**src/rtl/uart_image_loader_pkg.sv**
```systemverilog
// Shared definitions for the UART image loader: FSM state encoding and the
// bit-timing helpers used to size the per-bit cycle counter.
package uart_image_loader_pkg;

  typedef enum logic [2:0] {
    S_IDLE,
    S_START,
    S_DATA,
    S_PARITY,
    S_STOP,
    S_WRITE,
    S_DONE
  } state_t;

  // Clock cycles spent on one UART bit (integer division, floor).
  function automatic int clks_per_bit(input int clk_freq, input int baud);
    return clk_freq / baud;
  endfunction

  // Width of the per-bit cycle counter.
  function automatic int cnt_width(input int cpb);
    return $clog2(cpb);
  endfunction

endpackage

```
**src/rtl/uart_image_loader_rx_sync.sv**
```systemverilog
// Two-flop synchronizer for the asynchronous UART line plus a falling-edge
// detector on the synchronized value. All flops reset to the idle level (1).
module uart_rx_sync (
  input  logic i_clk,
  input  logic i_rst_n,
  input  logic i_rx,
  output logic o_rx_s,
  output logic o_fall
);

  logic r_meta;
  logic r_sync;
  logic r_prev;

  // Synchronizer chain and one-cycle history for edge detection.
  always_ff @(posedge i_clk or negedge i_rst_n) begin
    if (!i_rst_n) begin
      r_meta <= 1'b1;
      r_sync <= 1'b1;
      r_prev <= 1'b1;
    end else begin
      r_meta <= i_rx;
      r_sync <= r_meta;
      r_prev <= r_sync;
    end
  end

  assign o_rx_s = r_sync;
  assign o_fall = r_prev & ~r_sync;

endmodule

```
**src/rtl/uart_image_loader.sv**
```systemverilog
// UART image loader: receives an image byte-stream over UART and writes each
// byte sequentially into DRAM, raising end_receive once IMG_BYTES are stored.
// Build option: define UART_LOADER_PARITY_EN for 8E1 framing with a sticky
// parity_err output; otherwise 8N1 framing.
module uart_image_loader
  import uart_image_loader_pkg::*;
#(
  parameter int CLK_FREQ  = 50000000,
  parameter int BAUD      = 115200,
  parameter int IMG_BYTES = 65536,
  parameter int ADDR_W    = 20
) (
  input  logic              clock,
  input  logic              reset_n,
  input  logic              en_com,
  input  logic              rx,
  input  logic              rx_clr,
  output logic [ADDR_W-1:0] rx_addr,
  output logic [7:0]        rx_data,
  output logic              rx_wren,
  output logic              end_receive,
`ifdef UART_LOADER_PARITY_EN
  output logic              frame_err,
  output logic              parity_err
`else
  output logic              frame_err
`endif
);

  localparam int CPB   = clks_per_bit(CLK_FREQ, BAUD);
  localparam int CNT_W = cnt_width(CPB);

  localparam logic [CNT_W-1:0]  CNT_FULL = CNT_W'(CPB - 1);
  localparam logic [CNT_W-1:0]  CNT_HALF = CNT_W'(CPB / 2 - 1);
  localparam logic [ADDR_W-1:0] ADDR_MAX = ADDR_W'(IMG_BYTES - 1);

  logic w_rx_s;
  logic w_fall;

  state_t            r_state,   w_state_nxt;
  logic [CNT_W-1:0]  r_cnt,     w_cnt_nxt;
  logic [2:0]        r_bit,     w_bit_nxt;
  logic [7:0]        r_shreg,   w_shreg_nxt;
  logic [7:0]        r_data,    w_data_nxt;
  logic [ADDR_W-1:0] r_addr,    w_addr_nxt;
  logic              r_end,     w_end_nxt;
  logic              r_ferr,    w_ferr_nxt;
`ifdef UART_LOADER_PARITY_EN
  logic              r_perr,    w_perr_nxt;
`endif

  uart_rx_sync u_sync (
    .i_clk   (clock),
    .i_rst_n (reset_n),
    .i_rx    (rx),
    .o_rx_s  (w_rx_s),
    .o_fall  (w_fall)
  );

  // State and datapath registers; rx_clr restores reset values synchronously.
  always_ff @(posedge clock or negedge reset_n) begin
    if (!reset_n) begin
      r_state <= S_IDLE;
      r_cnt   <= '0;
      r_bit   <= '0;
      r_shreg <= '0;
      r_data  <= '0;
      r_addr  <= '0;
      r_end   <= 1'b0;
      r_ferr  <= 1'b0;
`ifdef UART_LOADER_PARITY_EN
      r_perr  <= 1'b0;
`endif
    end else if (rx_clr) begin
      r_state <= S_IDLE;
      r_cnt   <= '0;
      r_bit   <= '0;
      r_shreg <= '0;
      r_data  <= '0;
      r_addr  <= '0;
      r_end   <= 1'b0;
      r_ferr  <= 1'b0;
`ifdef UART_LOADER_PARITY_EN
      r_perr  <= 1'b0;
`endif
    end else begin
      r_state <= w_state_nxt;
      r_cnt   <= w_cnt_nxt;
      r_bit   <= w_bit_nxt;
      r_shreg <= w_shreg_nxt;
      r_data  <= w_data_nxt;
      r_addr  <= w_addr_nxt;
      r_end   <= w_end_nxt;
      r_ferr  <= w_ferr_nxt;
`ifdef UART_LOADER_PARITY_EN
      r_perr  <= w_perr_nxt;
`endif
    end
  end

  // Next-state and datapath updates for the receive FSM.
  always_comb begin
    w_state_nxt = r_state;
    w_cnt_nxt   = r_cnt;
    w_bit_nxt   = r_bit;
    w_shreg_nxt = r_shreg;
    w_data_nxt  = r_data;
    w_addr_nxt  = r_addr;
    w_end_nxt   = r_end;
    w_ferr_nxt  = r_ferr;
`ifdef UART_LOADER_PARITY_EN
    w_perr_nxt  = r_perr;
`endif

    // Losing the enable aborts any frame in flight; the address is untouched
    // so the next good byte rewrites the same location.
    if (!en_com && (r_state != S_DONE)) begin
      w_state_nxt = S_IDLE;
      w_cnt_nxt   = '0;
      w_bit_nxt   = '0;
    end else begin
      case (r_state)
        S_IDLE: begin
          if (w_fall && !r_end) begin
            w_state_nxt = S_START;
            w_cnt_nxt   = '0;
          end
        end

        S_START: begin
          if (r_cnt == CNT_HALF) begin
            w_cnt_nxt = '0;
            w_bit_nxt = '0;
            w_state_nxt = w_rx_s ? S_IDLE : S_DATA;
          end else begin
            w_cnt_nxt = r_cnt + 1'b1;
          end
        end

        S_DATA: begin
          if (r_cnt == CNT_FULL) begin
            w_cnt_nxt   = '0;
            w_shreg_nxt = {w_rx_s, r_shreg[7:1]};
            if (r_bit == 3'd7) begin
`ifdef UART_LOADER_PARITY_EN
              w_state_nxt = S_PARITY;
`else
              w_state_nxt = S_STOP;
`endif
            end else begin
              w_bit_nxt = r_bit + 1'b1;
            end
          end else begin
            w_cnt_nxt = r_cnt + 1'b1;
          end
        end

`ifdef UART_LOADER_PARITY_EN
        S_PARITY: begin
          if (r_cnt == CNT_FULL) begin
            w_cnt_nxt = '0;
            if (^{r_shreg, w_rx_s}) begin
              w_perr_nxt  = 1'b1;
              w_state_nxt = S_IDLE;
            end else begin
              w_state_nxt = S_STOP;
            end
          end else begin
            w_cnt_nxt = r_cnt + 1'b1;
          end
        end
`endif

        S_STOP: begin
          if (r_cnt == CNT_FULL) begin
            w_cnt_nxt = '0;
            if (w_rx_s) begin
              w_data_nxt  = r_shreg;
              w_state_nxt = S_WRITE;
            end else begin
              w_ferr_nxt  = 1'b1;
              w_state_nxt = S_IDLE;
            end
          end else begin
            w_cnt_nxt = r_cnt + 1'b1;
          end
        end

        S_WRITE: begin
          if (r_addr == ADDR_MAX) begin
            w_end_nxt   = 1'b1;
            w_state_nxt = S_DONE;
          end else begin
            w_addr_nxt  = r_addr + 1'b1;
            w_state_nxt = S_IDLE;
          end
        end

        S_DONE: begin
          w_state_nxt = S_DONE;
        end

        default: begin
          w_state_nxt = S_IDLE;
        end
      endcase
    end
  end

  assign rx_addr     = r_addr;
  assign rx_data     = r_data;
  assign rx_wren     = (r_state == S_WRITE) && en_com;
  assign end_receive = r_end;
  assign frame_err   = r_ferr;
`ifdef UART_LOADER_PARITY_EN
  assign parity_err  = r_perr;
`endif

endmodule

```
**config.mk**
```make
export PLATFORM = sky130hd
export DESIGN_NAME = uart_image_loader
export DESIGN_NICKNAME = d
export VERILOG_FILES = /design/src/rtl/uart_image_loader_pkg.sv /design/src/rtl/uart_image_loader_rx_sync.sv /design/src/rtl/uart_image_loader.sv
export SDC_FILE = /design/constraint.sdc
export NUM_CORES = 1
export LEC_CHECK = 0
export CAP_MARGIN = 30
export CORE_ASPECT_RATIO = 0.8
export CORE_MARGIN = 5
export CORE_UTILIZATION = 35
export CTS_BUF_LIST = sky130_fd_sc_hd__clkbuf_2
export DETAILED_ROUTE_END_ITERATION = 16
export MAX_ROUTING_LAYER = met4
export PLACE_DENSITY = 0.58
export SYNTH_ARGS = -nofsm -noshare
export SYNTH_HDL_FRONTEND = slang
export SYNTH_HIERARCHICAL = 1
export SYNTH_SLANG_ARGS = --single-unit
```
**constraint.sdc**
```tcl
create_clock -name clock -period 3.9 [get_ports clock]
set_input_delay 0.78 -clock clock [delete_from_list [all_inputs] [get_ports clock]]
set_output_delay 0.78 -clock clock [all_outputs]
set_load 0.01 [all_outputs]
```
=== Yosys cells after proc, flatten, opt, wreduce, memory -nomap -nowiden ===
Cells that the tools add are included.

* Flip-flop bits (word level): 56
* Input port bits: 5
* Output and inout bits: 31
* Logic and storage cells: 103

* $add $sub $neg: 3
* Equality and inequality tests: 19
* Muxes and demuxes: 45
* Bitwise logic cells: 2
* Reductions and logical operators: 23

{| class="wikitable"
|+ Operators by type and width
! kind !! number
|-
| 20-bit two-way mux || 4
|-
| 8-bit two-way mux || 9
|-
| 9-bit two-way mux || 5
|-
| 3-bit two-way mux || 14
|-
| 9-bit case mux with 3 select lines || 1
|-
| 4-bit inequality test, second input constant || 6
|-
| 20-bit by 1-bit adder with 20-bit output, second input constant || 1
|-
| 20-bit by 16-bit == test with 1-bit output, second input constant || 1
|-
| 3-bit case mux with 6 select lines || 1
|-
| 3-bit == test, second input constant || 4
|-
| 4-bit AND reduction || 3
|-
| 2-bit nonzero test || 6
|-
| 9-bit by 1-bit adder with 9-bit output, second input constant || 1
|-
| 9-bit by 8-bit == test with 1-bit output, second input constant || 1
|-
| 9-bit == test, second input constant || 1
|-
| 1-bit two-way mux || 9
|-
| 3-bit AND reduction || 3
|-
| 2-bit inequality test, second input constant || 3
|-
| 3-bit case mux with 2 select lines || 1
|-
| 5-bit AND reduction || 1
|-
| 5-bit nonzero test || 1
|-
| 4-bit nonzero test || 1
|-
| 3-bit by 1-bit adder with 3-bit output, second input constant || 1
|-
| 3-bit by 1-bit == test with 1-bit output, second input constant || 1
|-
| 10 further kinds || 13
|}

=== Logic depth before layout (Yosys ltp) ===
* Depth after elaboration: 7
* Gate-level depth with buffers: 8
* Mapped depth without buffers: 7

=== By module ===
Netlist, hierarchy kept.

{| class="wikitable"
|+ Modules (own cells, without submodules)
! module !! instances !! cells each !! area each (sq um) !! seq. area each (sq um)
|-
| uart_image_loader || 1 || 308 || 2939.1 || 1326.3
|-
| uart_rx_sync || 1 || 4 || 92.6 || 78.8
|}

=== Worst setup path after synthesis ===
No wires, ideal clock.

* Path kind: register -> register
* Start: register r_addr[0], in the netlist rx_addr[0]
* End: register r_addr[7], in the netlist rx_addr[7]
* Setup time: 125 ps
* Data arrival time: 1954 ps
* Required time: 3775 ps
* Path slack: 1822 ps
* Stages on the path, launching flop included: 8
* Path buffers: 1
* Clock period less this slack: 2078 ps
* Path through: dfrtp_1 -> ha_1 -> and4_1 -> and3_1 -> clkbuf_1 -> a211oi_1 -> and3_1 -> mux2_2

* Longest elaborated chain between the ends: 5
* Elaborated cells between the ends (all ways): 8
* Those cells by class: add/sub: 1; eq/ne: 2; mux: 4; reduce/logical: 1

{| class="wikitable"
|+ Ends and longest elaborated chain
! element !! line !! text
|-
| start: declaration || uart_image_loader.sv:45 || <nowiki>logic [ADDR_W-1:0] r_addr, w_addr_nxt;</nowiki>
|-
| start signal: assignment || uart_image_loader.sv:92 || <nowiki>r_addr <= w_addr_nxt;</nowiki>
|-
| 20-bit by 1-bit adder with 20-bit output || uart_image_loader.sv:194 || <nowiki>w_addr_nxt = r_addr + 1'b1;</nowiki>
|-
| 20-bit two-way mux || uart_image_loader.sv:190 || <nowiki>if (r_addr == ADDR_MAX) begin</nowiki>
|-
| 20-bit two-way mux || uart_image_loader.sv:122 || <nowiki>case (r_state)</nowiki>
|-
| 20-bit two-way mux || uart_image_loader.sv:117 || <nowiki>if (!en_com && (r_state != S_DONE)) begin</nowiki>
|-
| 20-bit two-way mux || uart_image_loader.sv:74 || <nowiki>end else if (rx_clr) begin</nowiki>
|}

Parallel ways exist; a longest one is shown, timed or not. The select of a mux whose other input is x is not followed.
A chain may end at the register's enable or synchronous reset.

=== Final worst setup path ===
* Start: input port en_com
* End: output port rx_wren

* Longest elaborated chain between the ends: 1

{| class="wikitable"
|+ Ends and longest elaborated chain
! element !! line !! text
|-
| start: declaration || uart_image_loader.sv:15 || <nowiki>input logic en_com,</nowiki>
|-
| 1-bit logical AND || uart_image_loader.sv:212 || <nowiki>assign rx_wren = (r_state == S_WRITE) && en_com;</nowiki>
|-
| end: declaration || uart_image_loader.sv:20 || <nowiki>output logic rx_wren,</nowiki>
|}

Every way passes these cells.

==> run summary <==
RUN STATUS
--------------------------------------------------------------------------------------------
Status ........................................................................    completed

FLOW RUN
--------------------------------------------------------------------------------------------
Max-cap violation count .......................................................            0

FLOORPLANNING
--------------------------------------------------------------------------------------------
Die H .........................................................................      93.2 um
Die Outline Area ..............................................................   10,600 um2
Row cnt .......................................................................           30
Core ar. ......................................................................     8480 um2
Chip Width ....................................................................       114 um
Top-Level Pins ................................................................           36
Initial cell density of the core ..............................................        35.7%

GRT
--------------------------------------------------------------------------------------------
Largest net degree at the start of global routing .............................           42
Gr ovfl total .................................................................            0
GRT Overall Usage .............................................................        13.2%
Number of global-route vias before repair .....................................        2,249
First-pass GRT wire length ....................................................    11,100 um
Number of antenna violations at the first check in global routing .............            0

WORST SETUP PATH
--------------------------------------------------------------------------------------------
Critical path class ...........................................................    in -> out
Origin of the critical flop-to-flop path ......................................     r_cnt[1]
Endpoint type of the worst setup path ......................................... primary output
Maximum fanout count along the critical path ..................................            9
Arrival @ worst endpoint ......................................................      2.22 ns
Worst r2r dst .................................................................     r_cnt[7]
R2R setup slack ...............................................................      1.49 ns
Logic depth of the worst register-to-register path ............................            7
Critical path startpoint category .............................................    input pin
Setup crit end ................................................................      rx_wren
Crit path required time .......................................................      3.12 ns
Worst setup path start ........................................................       en_com

PWR
--------------------------------------------------------------------------------------------
Power density of the placed cells .............................................   295 nW/um2
Leakage power of the design ...................................................      1.59 nW
Peak supply drop ..............................................................     0.173 mV

YOSYS
--------------------------------------------------------------------------------------------
Per-instance average area after synthesis .....................................     9.72 um2
Fraction of registers with async set/reset ....................................         100%
Number of flops mapped to enable cells by yosys ...............................            0
Post-synthesis compound-gate area fraction ....................................        9.95%
Sequential-to-total area share from yosys stat ................................        46.3%
Synthesized-area fraction occupied by xor and xnor cells ......................        5.20%
Cell area after synthesis .....................................................     3030 um2
Post-synth top flop ........................................................... sky130_fd_sc_hd__dfrtp_1
Cell count after synthesis ....................................................          312
Adder-cell area share of the yosys netlist ....................................        2.81%
Total number of yosys warnings ................................................            6
Nets in the synthesized netlist ...............................................          323
Register bit total from synthesis .............................................           56
Mux contribution to synthesized area ..........................................        6.64%
Main combinational cell family by area after synthesis ........................ simple AND/OR/NAND/NOR gates
Number of distinct standard cells referenced by the synthesized netlist .......           54
Basic-gate share of the synthesized area counting and, or, nand and nor cells .        25.5%

FINISH
--------------------------------------------------------------------------------------------
Relative area change from synthesis to final layout ...........................        19.1%
Net count, final ..............................................................          357
Share of post-route cells with drive strength above 1 .........................        9.51%
Footprint of the multi-input gates ............................................     1520 um2
Post-route insts no fill ......................................................          459
ANT cells .....................................................................            0
Number of inserted filler cells in the final layout ...........................          867
Area used by sequential logic in the layout ...................................     1410 um2

PLACE
--------------------------------------------------------------------------------------------
GP Congestion .................................................................        0.808
Instance count after placement with tap cells included ........................          451
Number of port buffers ........................................................           35
Final HPWL DP .................................................................      4550 um
Pre-CTS WS ....................................................................     0.908 ns

DETAILED ROUTING
--------------------------------------------------------------------------------------------
Initial drt markers ...........................................................          122
Initial DRT Pass Iterations ...................................................            4
Detailed-route DRC error count ................................................            0
Average via count per standard cell ...........................................         5.12
Routed Wire Length ............................................................      6450 um
Via count of the routed design ................................................        2,351
Post-DR wirelength/cell .......................................................      14.1 um
Antenna-violating nets left ...................................................            0

CLOCKING
--------------------------------------------------------------------------------------------
Insertion delay of the later-clocked pin in the worst-skew pair ...............      0.47 ns
Number of H-tree levels .......................................................            2
Number of CTS-inserted buffers ................................................            5
Clk slew on worst S/H paths ...................................................      0.29 ns
Postcts setup bufs ............................................................            0
CTS Root Cell ................................................................. sky130_fd_sc_hd__clkbuf_2
Post-cts hold buffer count ....................................................            0
TritonCTS clock tree ..........................................................          yes
Maximum number of buffers from clock root to sink .............................            2
CTS sink count ................................................................           56
Count of instances resized after the clock tree is built ......................            0

STA
--------------------------------------------------------------------------------------------
Unrepaired setup endpoints after global routing ...............................        false
Post-route setup TNS ..........................................................         0 ns
Least-Margin Pin Slew .........................................................      1.01 ns
Number of setup violations in the final report ................................            0
Final worst-path cycle share ..................................................        76.8%
Count of final hold-check violations ..........................................            0
Highest attainable clock frequency ............................................      334 MHz
Relative slew slack ...........................................................        32.0%
Crit path time final ..........................................................      3.00 ns
Worst Slack Setup Final .......................................................     0.905 ns
Final setup skew ..............................................................    0.0238 ns
Slew Viols, Final .............................................................            0

HOLD PATH
--------------------------------------------------------------------------------------------
Worst min-delay path class ....................................................  in -> async

==> synth_stat cells, types with 2 or more instances <==
| library cell | n | share of area (%) |
|---|---|---|
| sky130_fd_sc_hd__and3_1 | 6 | 1.2 |
| sky130_fd_sc_hd__clkbuf_1 | 8 | 0.99 |
| sky130_fd_sc_hd__nand4_1 | 6 | 1.2 |
| sky130_fd_sc_hd__and2_1 | 5 | 1.0 |
| sky130_fd_sc_hd__nand3b_1 | 3 | 0.74 |
| sky130_fd_sc_hd__a21oi_1 | 6 | 0.99 |
| sky130_fd_sc_hd__a211oi_1 | 5 | 1.2 |
| sky130_fd_sc_hd__nor4_1 | 3 | 0.62 |
| sky130_fd_sc_hd__inv_1 | 12 | 1.5 |
| sky130_fd_sc_hd__o211ai_1 | 2 | 0.50 |
| sky130_fd_sc_hd__nand2_1 | 25 | 3.1 |
| sky130_fd_sc_hd__xnor2_1 | 14 | 4.0 |
| sky130_fd_sc_hd__a2111oi_2 | 3 | 1.5 |
| sky130_fd_sc_hd__nand3_2 | 2 | 0.66 |
| sky130_fd_sc_hd__a31oi_1 | 5 | 1.0 |
| sky130_fd_sc_hd__buf_2 | 2 | 0.33 |
| sky130_fd_sc_hd__dfstp_2 | 3 | 2.6 |
| sky130_fd_sc_hd__ha_1 | 6 | 2.5 |
| sky130_fd_sc_hd__or3_1 | 2 | 0.41 |
| sky130_fd_sc_hd__nor3_1 | 8 | 1.3 |
| sky130_fd_sc_hd__dfrtp_1 | 53 | 44 |
| sky130_fd_sc_hd__a22oi_1 | 2 | 0.50 |
| sky130_fd_sc_hd__or2_2 | 2 | 0.41 |
| sky130_fd_sc_hd__buf_6 | 2 | 0.74 |
| sky130_fd_sc_hd__mux2i_1 | 19 | 6.3 |
| sky130_fd_sc_hd__nor2_1 | 51 | 6.3 |
| sky130_fd_sc_hd__o21ai_0 | 8 | 1.3 |
| sky130_fd_sc_hd__or4b_1 | 2 | 0.66 |
| sky130_fd_sc_hd__nor3b_1 | 2 | 0.50 |
| sky130_fd_sc_hd__nand3_1 | 17 | 2.8 |
| sky130_fd_sc_hd__a2111oi_1 | 2 | 0.66 |
| sky130_fd_sc_hd__xor2_1 | 4 | 1.2 |
==> logic make-up after synthesis <==
logic type                 Yosys count
muxes                               20
AOI/OAI and AO/OA                   41
xor gates and xnor gates            18
and+or+nand+nor                    146
buffers and inverters               24
DFF                                 56
adders and majority gates            7
==> sequential cells by signal, indices dropped and copies added, names as in the netlist <==
register / cells
rx_addr: 20
r_state: 3
end_receive: 1
r_cnt: 9
rx_data: 8
r_shreg: 8
u_sync/r_prev: 1
u_sync/o_rx_s: 1
u_sync/r_meta: 1
r_bit: 3
frame_err: 1
==> area by class of cell <==
| cell class | instances | share of cell area (%) |
|---|---|---|
| clock inverters | 3 | 2.49 |
| multi-input cells | 232 | 42.1 |
| flip-flops and latches | 56 | 38.9 |
| well taps | 112 | 3.88 |
| clock buffers | 5 | 0.693 |
| inverters | 12 | 1.25 |
| repair buffers | 39 | 10.7 |
==> per-stage QoR <==
stage / hold WS [ns] / total power [W] / utilization (%) / instance area [um2]
6_report: 0.145 / 0.00106 / 42.6 / 3610
5_1_grt: 0.0917 / 0.00111 / 42.6 / 3610
4_1_cts: 0.120 / 0.00108 / 42.6 / 3610
3_5_place_dp: 0.351 / 0.000646 / 41.2 / 3500
3_3_place_gp: 0.347 / 0.000643 / 41.0 / 3480
2_1_floorplan: 0.345 / 0.000619 / - / 3030
==> critical path: stages <==
cell and delay (ns):
sky130_fd_sc_hd__clkdlybuf4s50_1 0.55, sky130_fd_sc_hd__nand4b_4 0.18, sky130_fd_sc_hd__inv_1 0.16, sky130_fd_sc_hd__clkdlybuf4s50_1 0.55
==> per-layer routing <==
layer	part of all wire [%]	wire length, um	track usage (%)	vias to the layer above
met2	45	2880	18.9	51
met1	50	3220	18.5	1127
met4	1.0	67	4.15	0
met5	0	0	-	-
li1	-	-	-	1165
met3	4.4	281	3.36	8
==> cells in the final DEF (no fill, tap or decap), types with 8 or more instances in the layout <==
cell type	synthesis	routed
sky130_fd_sc_hd__dfrtp_1	53	53
sky130_fd_sc_hd__nor2_1	51	51
sky130_fd_sc_hd__clkdlybuf4s50_1	0	34
sky130_fd_sc_hd__nand2_1	25	25
sky130_fd_sc_hd__mux2i_1	19	19
sky130_fd_sc_hd__nand3_1	17	17
sky130_fd_sc_hd__xnor2_1	14	14
sky130_fd_sc_hd__inv_1	12	12
sky130_fd_sc_hd__nor3_1	8	8
sky130_fd_sc_hd__o21ai_0	8	8
==> how the worst min path moves through the flow <==
stage | from | end | slack, ns | cells past startpoint
floorplan | u_sync/r_meta | u_sync/o_rx_s | 0.35 | 0
global placement | u_sync/r_meta | u_sync/o_rx_s | 0.35 | 0
detailed placement | u_sync/r_meta | u_sync/o_rx_s | 0.35 | 0
CTS | reset_n | rx_addr[4] | 0.12 | 1
global route | reset_n | rx_addr[4] | 0.09 | 1
finish | reset_n | rx_addr[4] | 0.14 | 1
==> power breakdown <==
group / total [W] / switching [W] / leakage [nW] / internal [W]
sequential: 0.000590 / 0.00000371 / 0.772 / 0.000586
combinational: 0.0000455 / 0.0000316 / 0.759 / 0.0000139
clock: 0.000429 / 0.000193 / 0.0632 / 0.000236
total: 0.00106 / 0.000229 / 1.59 / 0.000836
(Power assumes the default switching activity.)
